### config.mk
export PLATFORM = sky130hd
export DESIGN_NAME = pipelined_hybrid_adder
export DESIGN_NICKNAME = d
export VERILOG_FILES = /design/src/rtl/pipelined_hybrid_adder.sv
export SDC_FILE = /design/constraint.sdc
export NUM_CORES = 1
export LEC_CHECK = 0
export ABC_AREA = 1
export BUFFER_PORTS_ARGS = -buffer_cell sky130_fd_sc_hd__buf_2
export CAP_MARGIN = 20
export CORE_MARGIN = 4
export CORE_UTILIZATION = 45
export CTS_BUF_LIST = sky130_fd_sc_hd__clkbuf_2 sky130_fd_sc_hd__clkbuf_4 sky130_fd_sc_hd__clkbuf_8
export CTS_CLUSTER_SIZE = 40
export DETAILED_ROUTE_END_ITERATION = 6
export SKIP_CTS_REPAIR_TIMING = 1
export SYNTH_ARGS = -nofsm -noshare
export SYNTH_HDL_FRONTEND = slang
export SYNTH_SLANG_ARGS = --single-unit
### constraint.sdc
create_clock -name clk -period 1.9 [get_ports clk]
set_input_delay 0.19 -clock clk [delete_from_list [all_inputs] [get_ports clk]]
set_output_delay 0.19 -clock clk [all_outputs]
set_load 0.005 [all_outputs]
### src/rtl/pipelined_hybrid_adder.sv
// Pipelined adder/subtractor built from chained block carry-lookahead units.
// There is one register stage per group of BPS blocks, with valid/ready flow control at both ends.
module pipelined_hybrid_adder #(
  parameter int WIDTH = 16,
  parameter int BLK   = 4,
  parameter int BPS   = 1
) (
  input  logic             clk,
  input  logic             rst,
  input  logic             in_valid,
  output logic             in_ready,
  input  logic [WIDTH-1:0] a,
  input  logic [WIDTH-1:0] b,
  input  logic             cin,
  input  logic             sub,
  output logic             out_valid,
  input  logic             out_ready,
  output logic [WIDTH-1:0] sum,
  output logic             cout,
  output logic             ovf,
  output logic             zero
);

  localparam int C      = BLK * BPS;
  localparam int STAGES = WIDTH / C;
  localparam int LAST   = STAGES - 1;

  // Each carry is a flat product-of-generate/propagate term, so there is no ripple inside a block.
  // The result is packed as {carry out, carry into MSB, sum}.
  function automatic logic [BLK+1:0] bcla(input logic [BLK-1:0] x,
                                          input logic [BLK-1:0] y,
                                          input logic           ci);
    logic [BLK-1:0] p;
    logic [BLK-1:0] g;
    logic [BLK-1:0] s;
    logic [BLK:0]   c;
    logic           term;
    p    = x ^ y;
    g    = x & y;
    c    = '0;
    c[0] = ci;
    for (int i = 0; i < BLK; i++) begin
      term = ci;
      for (int k = 0; k <= i; k++) term = term & p[k];
      c[i+1] = term;
      for (int j = 0; j <= i; j++) begin
        term = g[j];
        for (int k = j + 1; k <= i; k++) term = term & p[k];
        c[i+1] = c[i+1] | term;
      end
    end
    s = p ^ c[BLK-1:0];
    return {c[BLK], c[BLK-1], s};
  endfunction

  logic [STAGES-1:0] r_valid;
  logic [STAGES-1:0] r_c;
  logic [WIDTH-1:0]  r_a   [STAGES];
  logic [WIDTH-1:0]  r_b   [STAGES];
  logic [WIDTH-1:0]  r_sum [STAGES];
  logic              r_ovf;
  logic              r_zero;

  logic [STAGES-1:0] w_adv;
  logic [STAGES-1:0] w_load;
  logic [STAGES-1:0] w_c;
  logic [WIDTH-1:0]  w_a   [STAGES];
  logic [WIDTH-1:0]  w_b   [STAGES];
  logic [WIDTH-1:0]  w_sum [STAGES];
  logic [WIDTH-1:0]  w_b_eff;
  logic              w_c_eff;
  logic              w_ovf;
  logic              w_zero;

  assign w_b_eff = b ^ {WIDTH{sub}};
  assign w_c_eff = sub | cin;

  // Walk from the output back to the input.
  // A stage has room when it is empty or its own contents are leaving this cycle.
  always_comb begin : p_handshake
    logic room;
    // NOTE: every output of a combinational block gets a default first, so no path can infer a latch.
    w_adv  = '0;
    w_load = '0;
    room   = out_ready;
    for (int k = LAST; k >= 0; k--) begin
      w_adv[k] = r_valid[k] && room;
      room     = !r_valid[k] || room;
      if (k < LAST) w_load[k+1] = w_adv[k];
    end
    in_ready  = room;
    w_load[0] = in_valid && room;
  end

  always_comb begin : p_datapath
    logic [WIDTH-1:0] sa;
    logic [WIDTH-1:0] sb;
    logic [WIDTH-1:0] ss;
    logic [BLK+1:0]   res;
    logic             carry;
    logic             cmsb;
    w_c    = '0;
    w_ovf  = 1'b0;
    w_zero = 1'b0;
    for (int k = 0; k < STAGES; k++) begin
      if (k == 0) begin
        sa    = a;
        sb    = w_b_eff;
        carry = w_c_eff;
        ss    = '0;
      end else begin
        sa    = r_a[k-1];
        sb    = r_b[k-1];
        carry = r_c[k-1];
        ss    = r_sum[k-1];
      end
      cmsb = 1'b0;
      for (int j = 0; j < BPS; j++) begin
        res = bcla(sa[k*C + j*BLK +: BLK], sb[k*C + j*BLK +: BLK], carry);
        ss[k*C + j*BLK +: BLK] = res[BLK-1:0];
        cmsb  = res[BLK];
        carry = res[BLK+1];
      end
      w_a[k]   = sa;
      w_b[k]   = sb;
      w_sum[k] = ss;
      w_c[k]   = carry;
      // Only the final chunk holds the word MSB, so only it produces the signed-overflow flag.
      if (k == LAST) begin
        w_ovf  = carry ^ cmsb;
        w_zero = (ss == '0);
      end
    end
  end

  always_ff @(posedge clk) begin
    if (rst) begin
      // NOTE: the operand/sum arrays are small stage registers, not a RAM.
      // Clearing them makes the outputs read 0 after reset.
      r_valid <= '0;
      r_c     <= '0;
      r_ovf   <= 1'b0;
      r_zero  <= 1'b0;
      for (int k = 0; k < STAGES; k++) begin
        r_a[k]   <= '0;
        r_b[k]   <= '0;
        r_sum[k] <= '0;
      end
    end else begin
      for (int k = 0; k < STAGES; k++) begin
        r_valid[k] <= w_load[k] | (r_valid[k] & ~w_adv[k]);
        if (w_load[k]) begin
          r_a[k]   <= w_a[k];
          r_b[k]   <= w_b[k];
          r_sum[k] <= w_sum[k];
          r_c[k]   <= w_c[k];
        end
      end
      if (w_load[LAST]) begin
        r_ovf  <= w_ovf;
        r_zero <= w_zero;
      end
    end
  end

  assign out_valid = r_valid[LAST];
  assign sum       = r_sum[LAST];
  assign cout      = r_c[LAST];
  assign ovf       = r_ovf;
  assign zero      = r_zero;

endmodule

# [Word-level counts from Yosys, hierarchy flattened]
# Memory sizes are Yosys's and may differ from the RTL's.
# Cells that the tools add are included.
[word_totals] output_inout_bits=21 regBits=10 in_bits=38 n_memories=3 ram_bits=192 wordCells=169
[classes] reduce_logical=14 bitwise_logic=119 n_mux=26
[memory_table] name="r_a" depth=4 word_bits=16 read_ports=3 rd_clocked_by_memory_dff=0 wr=4 line_no="58" text="logic [WIDTH-1:0] r_a [STAGES];"
[memory_table] name="r_b" depth=4 word_bits=16 read_ports=3 rd_clocked_by_memory_dff=0 wr=4 line_no="59" text="logic [WIDTH-1:0] r_b [STAGES];"
[memory_table] name="r_sum" depth=4 word_bits=16 read_ports=4 rd_clocked_by_memory_dff=0 wr=4 line_no="60" text="logic [WIDTH-1:0] r_sum [STAGES];"
[op_table] operator="2-to-1 mux 16 bit" count=12
[op_table] operator="OR 1 bit" count=57
[op_table] operator="bitwise AND 1 bit" count=44
[op_table] operator="XOR 4 bit" count=8
[op_table] operator="bitwise AND 4 bit" count=4
[op_table] operator="zero test 16 bit" count=1
[op_table] operator="XOR 16 bit" count=1
[op_table] operator="2-to-1 mux 1 bit" count=14
[op_table] operator="logical AND 1 bit" count=5
[op_table] operator="zero test 1 bit" count=4
[op_table] operator="logical OR 1 bit" count=4
[op_table] operator="inverter 1 bit" count=4
[op_table] operator="XOR 1 bit" count=1

# [Depth between registers and ports, before layout]
# Gate-level depths: netlist of the first run.
# An unclocked memory read counts as a cell.
[logic_depth] depth_word=11 depth_mapped=13 depth_no_buf=12

# [Worst setup path after synthesis of the first run]
# Ideal clock, no wire load.
[synth_path] path_kind="flip-flop to flip-flop" from="register r_valid[3]" to="memory r_a[0][10], enable pin" setup_time_ps=452 t_arrival_ps=1241 required_ps=1448 path_buffers=0 slack_ps=207 synth_period_minus_slack_ps=1693 stages_incl_launch_ff=6 cell_sequence="dfxtp_1 nand2_2 nor2_4 nand3_4 nand2_1 nand2_1"
[synth_rtl] element="from (decl)" line_no="56" text="logic [STAGES-1:0] r_valid;"
[synth_rtl] element="from (signal, indexed assignment)" line_no="151" text="r_valid[k] <= w_load[k] | (r_valid[k] & ~w_adv[k]);"
[synth_rtl] element="to (decl)" line_no="58"

==> summary.txt, run 1 <==
Run status
  – Outcome: finished, final reports clean

Worst setup path
  – Family with the most delay on the worst path: adder cells
  – Worst setup startpoint: r_b[0][24]
  – Worst R2R End: r_sum[2][11]
  – Critical path depth: 8
  – Startpoint types: register
  – Crit-path cells: ha_1, ha_1, nand2_1, nand3b_1, nand2_1, nand2_1, nor2_1, nor2_1
  – Critical path data arrival time: 1.74 ns
  – Worst Path Required: 2.00 ns
  – Reg2reg path depth: 8
  – Reg-to-reg setup timing slack: 0.26 ns
  – Crit-path max cell delay: 0.44 ns
  – CP max stage cell: edfxtp_1
  – CP bufs+invs: 0
  – R2R Path Start: r_b[0][24]
  – Setup Crit Path Kind: reg -> reg
  – Crit path to: r_sum[2][11]
  – Most Frequent Cell on Critical Path: nand2_1
  – Max FO, Critical Path: 3
  – Critical Path Sink Type: register

Clock network
  – Clock latency on the worst-skew pair: 0.35 ns
  – Reg clk slew, reported paths: 0.10 ns
  – Root Buffer: clkbuf_8
  – CTS tree: done
  – H-tree Lvls: 3
  – CTS max path bufs: 2
  – Sink Count: 98
  – Cts bufs inserted: 9

Power and ir drop
  – PD cells: 855 nW/um^2
  – Max VDD drop: 0.318 mV
  – Leak Pwr: 2.33 nW

Die
  – Number of top-level pins: 59
  – Core footprint: 9860 um^2
  – Total Die Area: 11900 um^2
  – Initial core utilization: 0.466
  – Die width: 109 um
  – Cell Rows: 36
  – Chip height: 109 um

Placement
  – Port bufs: 58
  – HPWL after DPL: 4730 um
  – Placer Congestion: 0.745
  – Post-place setup slack: 0.121 ns

Synthesis
  – Mean cell area of the mapped netlist: 10.8 um^2
  – Seq cells post-synth: 98
  – Warnings, synthesis: 0
  – Cell area after synthesis: 4590 um^2
  – Synth Net Count: 486
  – Register area share after synthesis: 0.619
  – Distinct cells, synth: 26
  – Post-synthesis cell count: 424

Drt
  – Vias per inst: 4.19
  – Remaining antenna violation count after routing: 0
  – Via count: 2626
  – Routed WL: 6300 um
  – DRC: 0
  – Pre-antenna DRT Iters: 4
  – Wirelength per Cell: 10.1 um
  – Initial DRC count: 67

Worst hold path
  – HP Class: in -> reg

Timing
  – Worst relative slew slack: 0.623
  – Final number of hold-violating endpoints: 0
  – Setup TNS: 0 ns
  – Final cycle utilization of the critical path: 0.862
  – Final setup fails: 0
  – Layout Skew: 0.0110 ns
  – Final worst slack: 0.261 ns
  – RSZ-0062 raised after global routing: no
  – Max Slew Vio Count: 0
  – Max Fclk: 0.610 GHz
  – Minimum clock period: 1.64 ns
  – Slew @ Worst Pin: 0.564 ns

Global route
  – Total track usage: 0.115
  – Vias in the first global route: 2442
  – Initial antenna violation count: 0
  – GR Overflow Total: 0
  – Largest net degree at the start of global routing: 29
  – First-pass GRT wire length: 10700 um

Cells and area
  – Post-layout net count: 550
  – Layout cells sized above 1: 0.181
  – ANT cells: 0
  – Syn-to-layout area delta: 13.8%

Flow run
  – Max-cap viol count: 0
## cells by family (layout without fill, tap and decap cells)
group | count (synthesis) | count (layout) | synth area share
adder cells (fa/ha/maj) | 24 | 24 | 0.0719
AND/OR/NAND/NOR | 179 | 179 | 0.171
buffers and inverters | 96 | 165 | 0.0913
flip-flops | 98 | 98 | 0.619
AO/OA/AOI/OAI | 7 | 7 | 0.00844
XOR/XNOR | 20 | 20 | 0.0381
## per-layer routing
metal,GRT usage,vias to the layer above,routed length (um)
met5,0,-,0
met4,0.0406,0,63
met3,0.0308,6,360
met2,0.187,61,2910
met1,0.147,1108,2960
li1,-,1451,-
## metrics by stage
step	power, W	cells	area [um^2]	hold WS, ns	utilization
after floorplan	0.00285	424	4590	0.259	-
after global placement	0.00296	610	4990	0.461	0.506
after detailed placement	0.00297	610	4990	0.461	0.506
after CTS	0.00451	626	5230	0.0969	0.530
after global routing	0.00468	626	5230	0.0930	0.530
final	0.00447	626	5230	0.116	0.530
## area by class of cell
cell class	instances	area, um^2
well taps	133	166
clock buffers	9	124
clock inverters	7	118
inverters	87	327
repair buffers	62	320
multi-input cells	230	1330
flip-flops and latches	98	2840
fillers	917	4640
## cells in the mapped netlist, drive strengths merged
cell,instances,share of area
o21ai,2,0.0022
edfxtp,88,0.58
xor2,4,0.0076
nand3b,3,0.0049
xnor2,16,0.031
nand4,1,0.0014
ha,20,0.054
fa,4,0.017
nor2,100,0.085
a21oi,5,0.0063
nand2,54,0.045
clkbuf,2,0.0060
nor3,1,0.0011
inv,87,0.071
dfxtp,10,0.044
nand3,18,0.031
nor3b,2,0.0033
buf,7,0.014
## state kept, by name, indices dropped and copies added, names as in the netlist
name / flops
r_valid: 4
ovf: 1
r_sum: 40
r_c: 4
r_a: 24
zero: 1
r_b: 24
## worst min path at each step
stage	slack [ns]	from	end	cells after the start
CTS	0.1	rst	r_valid[0]	2
floorplan	0.26	rst	r_valid[0]	1
detailed placement	0.46	r_c[3]	r_c[3]	2
global route	0.09	rst	r_valid[0]	2
global placement	0.46	r_c[3]	r_c[3]	2
finish	0.12	rst	r_valid[0]	2
## placed cells by master (no fill, tap or decap)
master and count:
o21ai_0 1, fa_1 4, inv_2 3, bufinv_16 3, xor2_1 4, a21oi_2 1, clkbuf_8 9, clkinv_4 1
edfxtp_1 88, dfxtp_1 10, xnor2_1 16, nand3_4 4, nor2_1 98, nand3_1 14, nand4_1 1, buf_4 4
nand2_2 2, nand3b_1 3, clkinv_1 1, clkinvlp_4 2, nor3b_1 2, o21ai_1 1, inv_1 84, ha_1 20
nor2_4 2, buf_2 58, a21oi_1 4, nand2_1 52, nor3_1 1
## power by group
group | total, W | switching [W] | internal [W]
Clock | 0.00156 | 0.000685 | 0.000872
Sequential | 0.00252 | 0.0000428 | 0.00248
Combinational | 0.000391 | 0.000230 | 0.000161
Power figures use the tool's default switching activity.
==> inputs of run 2 (changes only) <==
- CORE_MARGIN: 4 -> not set
==> run 2 against run 1 <==
Utilization down 0.33 points. Register-to-register slack is essentially flat. Wire length is 2.7% lower. Worst hold slack got worse by 0.0097 ns. Sequential share of layout area grew 0.59 points. Flip-flop and latch count is the same. Largest cell class unchanged. Via count decreased by 0.19%.
==> summary.txt, run 2 (synthesis gave the netlist of run 1 again) <==
Power and ir drop
  – Part of the power in the clock network: 0.299
  – Switching Share: 0.244
  – Leak Pwr: 2.31 nW
  – PD cells: 802 nW/um^2
  – Comb power frac: 0.093
  – Int Power: 0.00314 W
  – Max VDD drop: 0.317 mV
  – Sequential power share: 0.608
  – Power consumption: 0.00415 W
  – Net switching power: 0.00101 W

Worst setup path
  – Setup Crit Path Kind: reg -> reg
  – CP max stage cell: edfxtp_1
  – Crit-path max cell delay: 0.43 ns
  – Family with the most delay on the worst path: adder cells
  – Max FO, Critical Path: 3
  – CP bufs+invs: 0
  – Reg-to-reg setup timing slack: 0.27 ns
  – Reg2reg path depth: 8
  – Most Frequent Cell on Critical Path: nand2_1
  – Critical path depth: 8
  – Startpoint types: register
  – Critical Path Sink Type: register
  – Crit-path cells: ha_1, ha_1, nand2_1, nand3b_1, nand2_1, nand2_1, nor2_1, nor2_1
  – Critical path data arrival time: 1.74 ns
  – Worst Path Required: 2.02 ns

Die
  – Chip height: 103 um
  – Number of top-level pins: 59
  – Die width: 103 um
  – Cell Rows: 36
  – Core footprint: 9820 um^2
  – Total Die Area: 10600 um^2
  – Initial core utilization: 0.468

Clock network
  – Root Buffer: clkbuf_8
  – H-tree Lvls: 3
  – CTS tree: done
  – CTS max path bufs: 2
  – Reg clk slew, reported paths: 0.11 ns
  – Cts bufs inserted: 9
  – Clock latency on the worst-skew pair: 0.36 ns
  – Sink Count: 98

Cells and area
  – Layout cells sized above 1: 0.183
  – ANT cells: 0
  – # fillers: 922
  – Top Registers: r_sum: 40 flops, r_a: 24 flops, r_b: 24 flops
  – Post-layout net count: 550
  – Post-layout instance area: 5170 um^2
  – Top reg by flops: r_sum
  – Syn-to-layout area delta: 12.6%
  – Most frequent cells in the layout: 98 x nor2_1, 88 x edfxtp_1, 84 x inv_1
  – Max reg flops: 40
  – Commonest non-fill, non-tap cell in the layout: nor2_1

Timing
  – Max Fclk: 0.615 GHz
  – Minimum clock period: 1.63 ns
  – Final number of hold-violating endpoints: 0
  – Final worst slack: 0.274 ns
  – Setup TNS: 0 ns
  – Final setup fails: 0
  – Layout Skew: 0.0140 ns
  – Final cycle utilization of the critical path: 0.856
  – Max Slew Vio Count: 0
  – RSZ-0062 raised after global routing: no
  – Slew @ Worst Pin: 0.574 ns
  – Worst relative slew slack: 0.616

Worst hold path
  – HP Class: in -> reg
  – Hold Crit Depth: 2

Placement
  – Port bufs: 58
  – Placed inst area: 4990 um^2
  – Post-place setup slack: 0.139 ns
  – Placer Congestion: 0.765
  – HPWL after DPL: 4560 um

Drt
  – Remaining antenna violation count after routing: 0
  – DRC: 0
  – Wirelength per Cell: 9.79 um
  – Via count: 2621
  – Initial DRC count: 65
  – Pre-antenna DRT Iters: 4
  – Routed WL: 6130 um
  – Vias per inst: 4.19

Global route
  – Total track usage: 0.134
  – Largest net degree at the start of global routing: 29
  – Vias in the first global route: 2507
  – First-pass GRT wire length: 10900 um
  – GR Overflow Total: 0
  – Initial antenna violation count: 0

Flow run
  – Max-cap viol count: 0

Run status
  – Outcome: finished, final reports clean
[run 2: changes by cell type in the layout (fill, tap and decap cells not counted)]
cell / change
bufinv_16: -3
inv_6: +2
clkinv_1: -1
clkinv_4: +1
inv_8: +1
[run 2: final timing paths]
path / start / endpoint
worst max-delay path: r_b[0][24] / r_sum[2][11]
worst max register to register: r_b[0][24] / r_sum[2][11]
worst min-delay path: rst / r_valid[0]
worst min register to register: r_c[3] / r_c[3]
[run 2: cell type report]
type	count	area [um^2]	area share
well taps	133	166	0.0322
multi-input cells	230	1330	0.257
clock inverters	7	61.3	0.0119
inverters	87	327	0.0631
repair buffers	62	320	0.0619
clock buffers	9	124	0.0239
flip-flops and latches	98	2840	0.550
[run 2: power by group through the flow]
stage	sequential, W	combinational, W	clock (W)
2_1_floorplan	0.00257	0.000281	0
5_1_grt	0.00254	0.000459	0.00135
4_1_cts	0.00252	0.000395	0.00128
6_report	0.00252	0.000387	0.00124
3_3_place_gp	0.00257	0.000389	0
3_5_place_dp	0.00257	0.000392	0
[run 2: stage by stage]
stage | std cells | hold slack (ns) | utilization
finish | 626 | 0.106 | 0.527
global route | 626 | 0.111 | 0.527
CTS | 626 | 0.0929 | 0.527
detailed placement | 610 | 0.462 | 0.508
global placement | 610 | 0.461 | 0.508
floorplan | 424 | 0.259 | -
[run 2: metal layers]
metal	GRT usage	wire, um	vias up
li1	-	-	1451
met1	0.163	2960	1100
met2	0.228	2810	61
met3	0.0278	260	9
met4	0.0618	98	0
met5	0	0	-
==> inputs of run 3 (changes only) <==
- ABC_AREA: 1 -> not set
==> run 3 against run 2 <==
The run now ends with negative setup slack left. Global-route usage increased by 0.10 points. Cell area up 0.48%. Wire length decreased by 0.46%. Non-clock buffer count rose by 17. Flip-flop and latch count unchanged. Highest routed layer unchanged.
==> summary.txt, run 3 <==
Cells and area
  – Commonest non-fill, non-tap cell in the layout: edfxtp_1
  – Post-layout net count: 459
  – Area occupied by multi-input gates: 1470 um^2
  – Syn-to-layout area delta: 18.6%
  – # fillers: 813
  – Non-Filler Instances: 531
  – Post-layout instance area: 5200 um^2
  – Top Registers: r_sum: 40 flops, r_a: 24 flops, r_b: 24 flops
  – ANT cells: 0
  – Max reg flops: 40
  – Final core utilization: 0.557
  – Most frequent cells in the layout: 88 x edfxtp_1, 63 x and2_1, 58 x buf_2
  – Reg area: 2840 um^2
  – Top reg by flops: r_sum
  – Layout cells sized above 1: 0.286

Clock network
  – Cts bufs inserted: 9
  – Clock latency on the worst-skew pair: 0.36 ns
  – Root Buffer: clkbuf_8
  – CTS tree: done
  – H-tree Lvls: 3
  – Reg clk slew, reported paths: 0.09 ns
  – CTS max path bufs: 2
  – Sink Count: 98

Timing
  – Worst relative slew slack: 0.545
  – Final worst slack: -0.0622 ns
  – RSZ-0062 raised after global routing: yes
  – Minimum clock period: 1.96 ns
  – Layout Skew: 0.0132 ns
  – Final setup fails: 3
  – Max Slew Vio Count: 0
  – Setup TNS: -0.131 ns
  – Final number of hold-violating endpoints: 0
  – Max Fclk: 0.510 GHz
  – Slew @ Worst Pin: 0.681 ns
  – Final cycle utilization of the critical path: 1.03

Die
  – Initial core utilization: 0.470
  – Die width: 101 um
  – Total Die Area: 10100 um^2
  – Chip height: 101 um
  – Number of top-level pins: 59
  – Core footprint: 9330 um^2
  – Cell Rows: 35

Power and ir drop
  – Comb power frac: 0.094
  – Sequential power share: 0.574
  – Max VDD drop: 0.302 mV
  – Switching Share: 0.219
  – PD cells: 846 nW/um^2
  – Power consumption: 0.00440 W
  – Int Power: 0.00344 W
  – Part of the power in the clock network: 0.332
  – Leak Pwr: 2.16 nW
  – Net switching power: 0.000964 W

Placement
  – Placed Instances: 512
  – Placed inst area: 4930 um^2
  – Placer Congestion: 0.710
  – Port bufs: 58
  – HPWL after DPL: 4560 um

Synthesis
  – EDFF count, synth: 88
  – Seq cells post-synth: 98
  – Synth Net Count: 380
  – Register area share after synthesis: 0.649
  – Mean cell area of the mapped netlist: 13.8 um^2
  – Warnings, synthesis: 0
  – Top-count cell post-synth: edfxtp_1
  – Async S/R FF share, synth: 0
  – Distinct cells, synth: 40
  – Top cells by area, synth: edfxtp_1 60%, and2_1 9.0%, ha_1 5.7%
  – Area leader, netlist: edfxtp_1
  – Post-synth top flop: edfxtp_1
  – Top-area cell type share of the netlist area: 0.603
  – Post-synthesis cell count: 318
  – Post-synth top cells: 88 x edfxtp_1, 63 x and2_1, 24 x nor2_1
  – Cell area after synthesis: 4380 um^2

Drt
  – DRC: 0
  – Pre-antenna DRT Iters: 4
  – Routed WL: 6100 um
  – Initial DRC count: 84
  – Wirelength per Cell: 11.5 um
  – Remaining antenna violation count after routing: 0
  – Via count: 2427
  – Vias per inst: 4.57

Worst setup path
  – Startpoint types: register
  – Critical path data arrival time: 2.23 ns
  – Setup Crit Path Kind: reg -> reg
  – Family with the most delay on the worst path: simple AND/OR/NAND/NOR gates
  – CP max stage cell: fa_1
  – Critical Path Sink Type: register
  – Worst Path Required: 2.17 ns
  – Reg-to-reg setup timing slack: -0.06 ns
  – Max FO, Critical Path: 2
  – Crit-path max cell delay: 0.51 ns
  – Crit-path cells: inv_2, fa_1, or4b_4, nor4_4, nand4_1, o31ai_2
  – CP bufs+invs: 1

Run status
  – Failing checks: negative setup slack
  – Outcome: complete, but fails checks

Flow run
  – Max-cap viol count: 0

Global route
  – GRT met1 Usage: 0.165
  – Vias in the first global route: 2270
  – GR Overflow Total: 0
  – Met2 Use GR: 0.224
  – Largest net degree at the start of global routing: 26
  – Busiest grt layer: met2
  – Total track usage: 0.135
  – Initial antenna violation count: 0
  – Met3 usage in global routing: 0.0270
  – First-pass GRT wire length: 10400 um

Worst hold path
  – HP Class: in -> reg
[run 3: power by group through the flow]
stage               Clock [W]  Combinational [W]  Sequential [W]
finish                0.00146           0.000412         0.00252
global route          0.00159           0.000472         0.00254
CTS                   0.00151           0.000411         0.00253
detailed placement          0           0.000409         0.00257
global placement            0           0.000404         0.00257
floorplan                   0           0.000256         0.00257
[run 3: area by class of cell]
cell class              count  area share
clock inverters             7      0.0190
flip-flops and latches     98       0.547
well taps                 129      0.0311
multi-input cells         198       0.282
repair buffers             79      0.0886
clock buffers               9      0.0238
inverters                  11     0.00794
[run 3: kinds of logic (layout without fill, tap and decap cells)]
| kind of cell | after synthesis | after routing | share of synthesized area |
|---|---|---|---|
| compound gates | 27 | 27 | 0.0411 |
| mux | 1 | 1 | 0.00228 |
| buf+inv | 22 | 106 | 0.0214 |
| flops | 98 | 98 | 0.649 |
| xor+xnor | 22 | 22 | 0.0440 |
| fa+ha+maj | 24 | 24 | 0.0754 |
| simple gates | 124 | 124 | 0.167 |
[run 3: worst min-delay path: stages]
cell and delay, ns:
buf_2 0.11, inv_1 0.04, a21oi_1 0.05
[run 3: worst paths after layout]
kind               from         end  cells after the start
min reg2reg         ovf         ovf                      2
min            in_valid  r_valid[0]                      3
max reg2reg  r_a[0][44]        zero                      6
max          r_a[0][44]        zero                      6
[run 3: metrics by stage]
stage               setup slack, ns  hold slack [ns]
floorplan                   0.00101            0.319
global placement           0.000689            0.440
detailed placement          -0.0431            0.448
CTS                         -0.0773           0.0625
global route                 -0.134           0.0981
finish                      -0.0622           0.0796
[run 3: routing by layer]
metal / part of all wire / wire (um)
met2: 0.48 / 2930
met4: 0.026 / 157
met3: 0.037 / 227
met5: 0 / 0
met1: 0.46 / 2790
